**src/rtl/or_arb_pkg.sv**
```systemverilog
// or_arb_pkg: shared FSM state type and parameter defaults for the OR-bus arbiter
// No ports; imported by or_bus_arbiter.
package or_arb_pkg;
    localparam int N_REQ_DEF    = 4;
    localparam int DATA_W_DEF   = 8;
    localparam int MAX_HOLD_DEF = 15;
    typedef enum logic {IDLE, GRANT} state_t;
endpackage

```
**src/rtl/rr_pick.sv**
```systemverilog
// rr_pick: combinational round-robin search for the first eligible request at or above ptr
// req_i   : request vector
// ptr_i   : search start index
// excl_i  : requesters barred from this search
// found_o : an eligible requester exists
// idx_o   : index of the chosen requester (0 when none)
module rr_pick #(
    parameter int N  = 4,
    parameter int IW = $clog2(N)
) (
    input  logic [N-1:0]  req_i,
    input  logic [IW-1:0] ptr_i,
    input  logic [N-1:0]  excl_i,
    output logic          found_o,
    output logic [IW-1:0] idx_o
);
    logic [N-1:0]   cand;
    logic [2*N-1:0] rot;
    logic [IW-1:0]  off;
    logic [IW:0]    sum;
    assign cand = req_i & ~excl_i;
    always_comb begin
        // Rotating the doubled vector puts ptr at bit 0, so the lowest set bit is the winner.
        rot     = {cand, cand} >> ptr_i;
        found_o = |rot[N-1:0];
        off     = '0;
        for (int j = N - 1; j >= 0; j--)
            if (rot[j]) off = IW'(j);
        sum   = {1'b0, ptr_i} + {1'b0, off};
        idx_o = (sum >= (IW+1)'(N)) ? IW'(sum - (IW+1)'(N)) : IW'(sum);
    end
endmodule

```
**src/rtl/or_bus_arbiter.sv**
```systemverilog
// or_bus_arbiter: round-robin arbiter with hold limit driving a wired-OR data bus
// clk, rst_n : clock, asynchronous active-low reset
// req        : per-requester level request
// din        : requester data, word i at [i*DATA_W +: DATA_W]
// gnt        : registered one-hot grant, zero when idle
// gnt_id     : granted index, zero when idle
// busy       : a grant is active
// y          : OR over requesters of data masked by grant
module or_bus_arbiter
    import or_arb_pkg::*;
#(
    parameter int N_REQ    = N_REQ_DEF,
    parameter int DATA_W   = DATA_W_DEF,
    parameter int MAX_HOLD = MAX_HOLD_DEF
) (
    input  logic                      clk,
    input  logic                      rst_n,
    input  logic [N_REQ-1:0]          req,
    input  logic [N_REQ*DATA_W-1:0]   din,
    output logic [N_REQ-1:0]          gnt,
    output logic [$clog2(N_REQ)-1:0]  gnt_id,
    output logic                      busy,
    output logic [DATA_W-1:0]         y
);
    localparam int IW = $clog2(N_REQ);
    state_t           state_q, state_d;
    logic [N_REQ-1:0] gnt_q, gnt_d, excl;
    logic [IW-1:0]    gnt_id_q, gnt_id_d, ptr_q, ptr_d, pick_idx, next_ptr;
    logic [7:0]       hold_cnt_q, hold_cnt_d;
    logic             pick_found, others, keep;
    // The current owner never wins its own re-arbitration, whether it released or is being rotated out.
    assign excl = (state_q == GRANT) ? gnt_q : '0;
    rr_pick #(.N(N_REQ)) u_pick (
        .req_i   (req),
        .ptr_i   (ptr_q),
        .excl_i  (excl),
        .found_o (pick_found),
        .idx_o   (pick_idx)
    );
    assign next_ptr = (pick_idx == IW'(N_REQ - 1)) ? '0 : pick_idx + IW'(1);
    always_comb begin
        others     = |(req & ~gnt_q);
        // ">=" also covers a saturated counter when a contender finally shows up.
        keep       = (state_q == GRANT) && req[gnt_id_q] &&
                     !((hold_cnt_q >= 8'(MAX_HOLD - 1)) && others);
        state_d    = state_q;
        gnt_d      = gnt_q;
        gnt_id_d   = gnt_id_q;
        ptr_d      = ptr_q;
        hold_cnt_d = (hold_cnt_q < 8'(MAX_HOLD)) ? hold_cnt_q + 8'd1 : hold_cnt_q;
        if (!keep) begin
            state_d    = pick_found ? GRANT : IDLE;
            gnt_d      = pick_found ? (N_REQ'(1) << pick_idx) : '0;
            gnt_id_d   = pick_found ? pick_idx : '0;
            ptr_d      = pick_found ? next_ptr : ptr_q;
            hold_cnt_d = '0;
        end
    end
    always_ff @(posedge clk or negedge rst_n) begin
        if (!rst_n) begin
            state_q    <= IDLE;
            gnt_q      <= '0;
            gnt_id_q   <= '0;
            ptr_q      <= '0;
            hold_cnt_q <= '0;
        end else begin
            state_q    <= state_d;
            gnt_q      <= gnt_d;
            gnt_id_q   <= gnt_id_d;
            ptr_q      <= ptr_d;
            hold_cnt_q <= hold_cnt_d;
        end
    end
    assign gnt    = gnt_q;
    assign gnt_id = gnt_id_q;
    assign busy   = (state_q == GRANT);
    always_comb begin
        y = '0;
        for (int i = 0; i < N_REQ; i++)
            y = y | (din[i*DATA_W +: DATA_W] & {DATA_W{gnt_q[i]}});
    end
endmodule

```
**config.mk**
```make
export PLATFORM = sky130hd
export DESIGN_NAME = or_bus_arbiter
export DESIGN_NICKNAME = d
export VERILOG_FILES = /design/src/rtl/or_arb_pkg.sv /design/src/rtl/rr_pick.sv /design/src/rtl/or_bus_arbiter.sv
export SDC_FILE = /design/constraint.sdc
export NUM_CORES = 1
export LEC_CHECK = 0
export ABC_AREA = 1
export CAP_MARGIN = 20
export CORE_MARGIN = 2
export CORE_UTILIZATION = 30
export CTS_BUF_LIST = sky130_fd_sc_hd__clkbuf_8
export CTS_CLUSTER_DIAMETER = 100
export DETAILED_ROUTE_END_ITERATION = 7
export GPL_TIMING_DRIVEN = 0
export PLACE_DENSITY = 0.68
export SYNTH_ARGS = -nofsm -noshare
export SYNTH_HDL_FRONTEND = slang
export SYNTH_SLANG_ARGS = --single-unit
export TNS_END_PERCENT = 100
```
**constraint.sdc**
```tcl
create_clock -name clk -period 2.2 [get_ports clk]
set_clock_uncertainty 0.05 [all_clocks]
set_input_delay 0.33 -clock clk [delete_from_list [all_inputs] [get_ports clk]]
set_output_delay 0.33 -clock clk [all_outputs]
set_load 0.005 [all_outputs]
```
# Word-level counts from Yosys, hierarchy flattened
# Cells that the tools add are included.
[word_totals]
ff_bits = 17
in_bits = 38
output_inout_bits = 15
wordCells = 50
[classes]
add_sub_neg = 4
n_lt_le_gt_ge = 4
n_eq_ne = 2
n_shift = 2
n_mux = 14
bitwise = 12
reduce_logical = 7
[ops]
columns = ["cell", "count"]
rows = [
  ["$and 8x8->8", 4],
  ["$or 8x8->8", 3],
  ["$mux 8", 2],
  ["$mux 2", 7],
  ["$add 8x1->8 const B", 1],
  ["$and 4x4->4", 2],
  ["$ge 8x4->1 const B", 1],
  ["$lt 8x4->1 const B", 1],
  ["$mux 4", 2],
  ["$not 4->4", 2],
  ["$reduce_or 4->1", 2],
  ["$shr 8x2->4", 1],
  ["$shl 1x2->4 const A", 1],
  ["$add 2x2->3", 1],
  ["$ge 3x3->1 const B", 1],
  ["$logic_and 1x1->1", 3],
  ["$lt 2x3->1 const B", 1],
  ["$add 2x1->2 const B", 1],
  ["$bmux 1 s2", 1],
  ["$eq 2x2->1 const B", 1],
  ["$mux 1", 2],
  ["$ne 2x1->1 const B", 1],
  ["$reduce_and 2->1", 1],
  ["$sub 2x1->2 const B", 1],
  ["2 further kinds", 2],
]

# Depth between registers and ports, before layout
# Gate-level depths: netlist of the first run.
[logic_depth]
ltp_word = 13
depth_mapped = 16
ltp_nobuf = 16

# Hierarchy
# Synthesis of the first run repeated with hierarchy kept, for this count alone.
[unflattened]
hier_cells = 213
area_unflattened_um2 = 1401.3
[by_module_without_submodules]
columns = ["mod", "n_inst", "cells_per_inst", "area_per_inst_um2", "seq_area_each_um2"]
rows = [
  ["or_bus_arbiter", 1, 174, 1158.6, 425.4],
  ["rr_pick", 1, 39, 242.7, 0.0],
]

# Least setup slack after synthesis of the first run
# Ideal clock, no wire load.
[synth_timing]
path_kind = "register to register"
start = "register ptr_q[0]"
end = "register ptr_q[1]"
setup_ps = 116
arrival_time_ps = 1926
t_required_ps = 2034
slack_ps = 108
path_stages_with_launch = 16
n_path_buf = 0
period_less_slack_ps = 2092
path_cell_list = "dfrtp_1 > inv_2 > nand3_1 > nand3_1 > nand2_1 > inv_1 > nand2_1 > a21oi_1 > ha_1 > xor2_1 > inv_1 > nand3_1 > nand2_2 > ha_1 > nand2_1 > nand2_1"
[synth_between]
elab_chain_len = 10
word_cells_on_any_way = 14
classes_between = "add/sub (3); order compare (1); eq/ne (1); shift (1); mux (6); reduce/logical (2)"
[synth_lines]
columns = ["element", "line_no", "text"]
rows = [
  ["from (decl)", "or_bus_arbiter.sv:28", "logic [IW-1:0] gnt_id_q, gnt_id_d, ptr_q, ptr_d, pick_idx, next_ptr;"],
  ["from (signal assigned)", "or_bus_arbiter.sv:70", "ptr_q <= ptr_d;"],
  ["$shr 8x2->4", "rr_pick.sv:24", "rot = {cand, cand} >> ptr_i;"],
  ["$mux 2 (4 in series)", "rr_pick.sv:28", "if (rot[j]) off = IW'(j);"],
  ["$add 2x2->3 (*)", "rr_pick.sv:29", "sum = {1'b0, ptr_i} + {1'b0, off};"],
  ["$ge 3x3->1 or $sub 2x1->2 (tied branches)", "rr_pick.sv:30", "idx_o = (sum >= (IW+1)'(N)) ? IW'(sum - (IW+1)'(N)) : IW'(sum);"],
  ["$mux 2 (*)", "rr_pick.sv:30", ""],
  ["$add 2x1->2 or $eq 2x2->1 (tied branches)", "or_bus_arbiter.sv:40", "assign next_ptr = (pick_idx == IW'(N_REQ - 1)) ? '0 : pick_idx + IW'(1);"],
  ["$mux 2 (*)", "or_bus_arbiter.sv:40", ""],
  ["net next_ptr[1]", "or_bus_arbiter.sv:28", ""],
]
# Mark *: on every way through the listed nets, which the timed path passes. The rest lies on a longest branch.
# A chain may end at the register's enable or synchronous reset.

# Worst setup path in the final report of the first run
[layout_timing]
start = "register state_q, in the netlist busy"
end = "register ptr_q[1]"
[layout_between]
elab_chain_len = 13
word_cells_on_any_way = 20
classes_between = "add/sub (3); order compare (1); eq/ne (1); shift (1); mux (7); bitwise (3); reduce/logical (4)"
[layout_lines]
columns = ["element", "line_no", "text"]
rows = [
  ["from (decl)", "or_bus_arbiter.sv:26", "state_t state_q, state_d;"],
  ["from (signal assigned)", "or_bus_arbiter.sv:67", "state_q <= state_d;"],
  ["$mux 4 (*)", "or_bus_arbiter.sv:32", "assign excl = (state_q == GRANT) ? gnt_q : '0;"],
  ["$not 4->4 (*)", "rr_pick.sv:21", "assign cand = req_i & ~excl_i;"],
  ["$and 4x4->4 (*)", "rr_pick.sv:21", ""],
  ["$shr 8x2->4 (*)", "rr_pick.sv:24", ""],
  ["$mux 2 (3 in series)", "rr_pick.sv:28", ""],
  ["$mux 2 (*)", "rr_pick.sv:28", ""],
  ["$add 2x2->3 (*)", "rr_pick.sv:29", ""],
  ["$ge 3x3->1 or $sub 2x1->2 (tied branches)", "rr_pick.sv:30", ""],
  ["$mux 2 (*)", "rr_pick.sv:30", ""],
  ["$add 2x1->2 or $eq 2x2->1 (tied branches)", "or_bus_arbiter.sv:40", ""],
  ["$mux 2 (*)", "or_bus_arbiter.sv:40", ""],
  ["net next_ptr[1]", "or_bus_arbiter.sv:28", ""],
]
# Marks and branches as above.

==> impl_metrics.toml, run 1 <==
[synthesis]
syn_area_um2 = 1290
synth_warnings = 0
synthSimpleGateAreaFrac_pct = 44.7
synth_xor_area_share_pct = 2.03
synth-edff-count = 0
syn-num-nets = 238
synthAdderAreaFrac_pct = 6.76
synth_compound_area_share_pct = 3.96
ys_types = 22
ys_ff_latch = 17
synth_top_family_by_area = "simple AND/OR/NAND/NOR gates"
synthFlopType = "dfrtp_1"
synth_top_area_share_pct = 32.9
synthMuxAreaShare_pct = 0
synth_area_leader_cell = "dfrtp_1"
synthTopCellsByArea = "dfrtp_1, nand2_1, ha_1"
async_flop_share_pct = 100
ys_seq_area_share_pct = 32.9
syn_inst = 193
syn_area_per_cell_um2 = 6.71

[timing]
setup_violations = 0
whs_ps = 443
relSlewSlack_pct = 49.3
period_share_pct = 97.1
period_minus_slack_ps = 2140
hold_viol = 0
tightestPinTransition_ps = 758
fmax_ghz = 0.468
drv_slew = 0
rsz0062_at_grt = "yes"

[die]
die_x_um = 69.7
fp.coreArea_um2 = 4090
die_area_um2 = 4860
dieHeight_um = 69.7
io_pins = 53
initial_utilization_pct = 31.7
row_count = 23

[critical_path]
arrival_ps = 2230
slowest_delay_ps = 480
crit_chain = "nand2_4 > nand3_2 > nand2_1 > nand2_1 > nand2_2 > inv_1 > a21oi_2 > ha_2 > xor2_1 > inv_1 > nand3_2 > nand2_4 > ha_4 > nand2_2 > nand2_1"
end_kind = "register"
critical_path_buf_inv_count = 2
path_delay_family = "simple AND/OR/NAND/NOR gates"
cpMostUsedCell = "nand2_1"
crit_fanout = 6
cp-start-kind = "register"
cp_slowest_cell = "dfrtp_2"
worstPathRequired_ps = 2290
path_class = "reg2reg"

[placed_design]
dpl_cell_area_um2 = 1880
gp_congestion = 0.794
dp_hpwl_um = 2590
port_buffers = 52

[route]
met3WireLength_um = 174
top_layer = "met4"
firstDrtPassIters = 4
via_per_inst = 4.49
ant_nets = 0
drt_iter0_markers = 41
drc = 0
wl_met1_um = 1620
routedWlPerCell_um = 11.7
num_vias = 1377
drt-total-wl_um = 3590
wl_met2_um = 1780

[cells_and_area]
final_common_cell = "nand2_1"
final_design_area_no_fill_um2 = 2110
layout.nets = 303
final_cell_mix = "nand2_1, clkdlybuf4s50_1, inv_1"
area_growth_pct = 62.7
diodes = 0
drive_gt1_share_pct = 21.4
finish.utilization_pct = 51.6

[clock_network]
cts_buffers = 3
cts_tree = "yes"
clockBufferDepth = 2
clk_pin_slew_ps = 60
cts-root-buf = "clkbuf_8"
htree_levels = 1
insertion_delay_ps = 250
cts_num_sinks = 17

[run]
max_cap_violations = 0

[grt]
grt_pass1_wl_um = 5770
gr-total-overflow = 0
antenna_found_initial = 0
grt_pass1_vias = 1359
grt_max_degree = 18
grtUsageTotal_pct = 14.2

[status]
status = "complete, no violations"

[worst_hold_path]
hold_class = "reg2reg"

[pwr]
p_total_mw = 2.87
power_density_nw_per_um2 = 1360
ir_drop_mv = 0.585
p_leak_nw = 1.01
sequential cells by signal, indices dropped and copies added, names as in the netlist:
| signal | cells |
|---|---|
| gnt_id | 2 |
| hold_cnt_q | 8 |
| ptr_q | 2 |
| gnt | 4 |
| busy | 1 |
power breakdown:
group / total, mW / switching [mW] / internal, mW
Combinational: 2.11 / 1.11 / 0.994
Sequential: 0.544 / 0.123 / 0.421
Clock: 0.220 / 0.0962 / 0.124
synthesized netlist by cell type (3+ instances only):
cell type	n
o21ai_0	4
nand3_1	13
xor2_1	3
nand2_1	84
nand4_1	9
nand3_2	3
a21oi_1	3
nand2_2	6
nor2_1	9
ha_1	7
dfrtp_1	17
inv_1	20
layout make-up:
| type | instances | area [um2] |
|---|---|---|
| Fill cell | 401 | 1980 |
| Multi-Input combinational cell | 148 | 857 |
| Timing Repair Buffer | 60 | 587 |
| Sequential cell | 17 | 428 |
| Inverter | 23 | 91.3 |
| Tap cell | 50 | 62.6 |
| Clock buffer | 3 | 41.3 |
| Buffer | 5 | 36.3 |
| Clock inverter | 1 | 3.75 |
metal layers:
| metal | up-vias | GRT usage (%) |
|---|---|---|
| met3 | 2 | 3.78 |
| met2 | 30 | 25.3 |
| li1 | 734 | - |
| met1 | 611 | 17.3 |
| met4 | 0 | 2.78 |
| met5 | - | 0 |
worst reg2reg max path, stage by stage (launching register included):
cell and delay, ps:
dfrtp_2 480, nand2_4 110, nand3_2 80, nand2_1 80
nand2_1 50, nand2_2 80, inv_1 50, a21oi_2 140
ha_2 180, xor2_1 170, inv_1 70, nand3_2 90
nand2_4 80, ha_4 220, nand2_2 60, nand2_1 50
path summary, 6_finish.rpt:
| kind | from | to | slack [ps] | depth (start not counted) |
|---|---|---|---|---|
| max in group asynchronous | rst_n | busy | 1100 | 1 |
| min in group asynchronous | rst_n | hold_cnt_q[5] | 480 | 1 |
| worst max register to register | busy | ptr_q[1] | 60 | 15 |
| worst min register to register | hold_cnt_q[4] | hold_cnt_q[4] | 440 | 2 |
| worst min-delay path | hold_cnt_q[4] | hold_cnt_q[4] | 440 | 2 |
| worst max-delay path | busy | ptr_q[1] | 60 | 15 |
timing repair:
item / 4_1_cts / 5_1_grt
pin swaps: 5 / 11
resized for setup: 11 / 28
setup buffers: 4 / 4
hold buffers: 0 / 0
endpoints found under the setup margin: 6 / 6
cells by family after synthesis:
group,after synthesis
buf+inv,28
simple gates,128
fa+ha+maj,7
xor+xnor,3
compound gates,10
flops,17
per-stage QoR:
stage / instances / worst slack (ps) / setup TNS, ps
floorplan: 193 / 108 / 0
global placement: 295 / -408 / -2240
detailed placement: 295 / -463 / -2590
CTS: 303 / -3.31 / -3.31
global route: 307 / -105 / -495
finish: 307 / 62.7 / 0
Power figures use the tool's default switching activity.
==> run 2: changes to the inputs <==
--- a/config.mk
+++ b/config.mk
@@ -7,13 +7,12 @@
 export LEC_CHECK = 0
 export ABC_AREA = 1
 export CAP_MARGIN = 20
-export CORE_MARGIN = 2
-export CORE_UTILIZATION = 30
+export CORE_UTILIZATION = 40
 export CTS_BUF_LIST = sky130_fd_sc_hd__clkbuf_8
 export CTS_CLUSTER_DIAMETER = 100
 export DETAILED_ROUTE_END_ITERATION = 7
 export GPL_TIMING_DRIVEN = 0
-export PLACE_DENSITY = 0.68
+export PLACE_DENSITY = 0.84
 export SYNTH_ARGS = -nofsm -noshare
 export SYNTH_HDL_FRONTEND = slang
 export SYNTH_SLANG_ARGS = --single-unit
==> impl_metrics.toml, run 2 (synthesized netlist as in run 1, its figures left out) <==
[clock_network]
cts_hold_buf = 0
cts_buffers = 3
clockBufferDepth = 2
cts_num_sinks = 17
insertion_delay_ps = 250
cts-root-buf = "clkbuf_8"
htree_levels = 1
clk_pin_slew_ps = 60
cts_tree = "yes"

[pwr]
cell_internal_pwr_mw = 1.51
switching_power_mw = 1.34
power_density_nw_per_um2 = 1370
sw_frac_of_total_pct = 47.1
p_leak_nw = 0.997
clockPowerShare_pct = 7.7
p_seq_share_pct = 19.1
power.share.combinational_pct = 73.2
ir_drop_mv = 0.611

[route]
routedWlPerCell_um = 12.2
via_per_inst = 4.76
drc = 0
ant_nets = 0
firstDrtPassIters = 4
drt-total-wl_um = 3680
num_vias = 1434
drt_iter0_markers = 147

[grt]
grt_max_degree = 18
gr-total-overflow = 0
grt_pass1_wl_um = 5690
grt_pass1_vias = 1358
antenna_found_initial = 0
grtUsageTotal_pct = 21.4

[timing]
drv_slew = 0
setup_violations = 5
fmax_ghz = 0.445
period_minus_slack_ps = 2250
setup_slack_ps = -47.9
tightestPinTransition_ps = 726
period_share_pct = 102
relSlewSlack_pct = 51.4
rsz0062_at_grt = "yes"
finalSetupTns_ps = -122
whs_ps = 444
hold_viol = 0

[critical_path]
crit_chain = "inv_4 > buf_4 > nand3_4 > nand3_2 > o21ai_2 > nand2_1 > a21oi_2 > ha_2 > xor2_2 > inv_1 > nand3_2 > nand2_4 > ha_4 > inv_2 > nand2_1 > o21ai_1"
cp-start-kind = "register"
path_delay_family = "flip-flops"
startpoint = "ptr_q[0]"
path_class = "reg2reg"
critical_path_buf_inv_count = 4
cp_slowest_cell = "dfrtp_2"
worstPathRequired_ps = 2320
arrival_ps = 2370
crit_fanout = 6
crit-reg2reg-launch = "ptr_q[0]"
reg2regPathDepth = 16
slowest_delay_ps = 460
r2r-end = "ptr_q[0]"
end_kind = "register"
regToRegSetupSlack_ps = -50

[die]
fp.coreArea_um2 = 3050
die_area_um2 = 3470
row_count = 20
die_x_um = 58.9
io_pins = 53
dieHeight_um = 58.9
initial_utilization_pct = 42.4

[placed_design]
port_buffers = 52
dp_hpwl_um = 2540
place_ws_ps = -444
gp_congestion = 0.834

[worst_hold_path]
hold_depth = 2
hold_path_end = "hold_cnt_q[4]"
hold_start = "hold_cnt_q[4]"
hold_class = "reg2reg"

[run]
max_cap_violations = 0

[cells_and_area]
final_common_cell = "nand2_1"
layout.nets = 303
regArea_um2 = 428
area_growth_pct = 60.7
fill_cells = 264
diodes = 0
final_cell_mix = "nand2_1, clkdlybuf4s50_1, inv_1"
finish.utilization_pct = 68.2
multi_input_area_um2 = 850
largest_reg_flops = 8
max_flop_register = "hold_cnt_q"
drive_gt1_share_pct = 21.4

[status]
status = "finished with violations"
violations = "negative setup slack"
-- run 2: how the worst max path moves through the flow --
stage,end,cells after the start,slack (ps)
final,ptr_q[0],16,-50
after global routing,ptr_q[0],16,-160
after CTS,ptr_q[0],16,3
after detailed placement,ptr_q[1],15,-440
after global placement,ptr_q[0],16,-410
after floorplan,ptr_q[1],15,110
-- run 2: metrics by stage --
stage	cells	cell area (um2)	power, mW
after floorplan	193	1290	1.61
after detailed placement	289	1870	2.17
after global routing	301	2080	3.10
after CTS	300	1990	2.62
after global placement	289	1870	2.12
final	301	2080	2.85
-- run 2: power by group through the flow --
stage | Clock (mW) | Combinational (mW) | Sequential [mW]
final | 0.219 | 2.08 | 0.544
after global routing | 0.238 | 2.31 | 0.555
after CTS | 0.229 | 1.87 | 0.520
after detailed placement | 0 | 1.65 | 0.521
after global placement | 0 | 1.61 | 0.517
after floorplan | 0 | 1.11 | 0.503
-- run 2: repair_timing --
item                       4_1_cts  5_1_grt
setup endpoints to repair        6        6
pin swaps                        1       13
setup buffers                    7        1
resized for setup               13       20
hold endpoints to repair         0        0
-- run 2: area by class of cell --
cell class / instances / share of cell area (%)
tap: 44 / 2.65
buffer: 5 / 1.74
inverter: 23 / 4.39
sequential: 17 / 20.6
timing repair buffer: 60 / 27.7
clock inverter: 1 / 0.180
multi-input combinational: 148 / 40.8
clock buffer: 3 / 1.98
-- run 2: per-layer routing --
metal	GRT usage [%]	vias up	part of all wire [%]
met2	41.6	36	53
met4	5.78	0	2.0
met3	4.40	11	3.9
met5	0	-	0
met1	23.3	651	41
li1	-	736	-
-- run 2: worst min-delay path: stages (launching register included) --
cell	delay, ps
dfrtp_1	320
inv_1	50
nor2_1	80
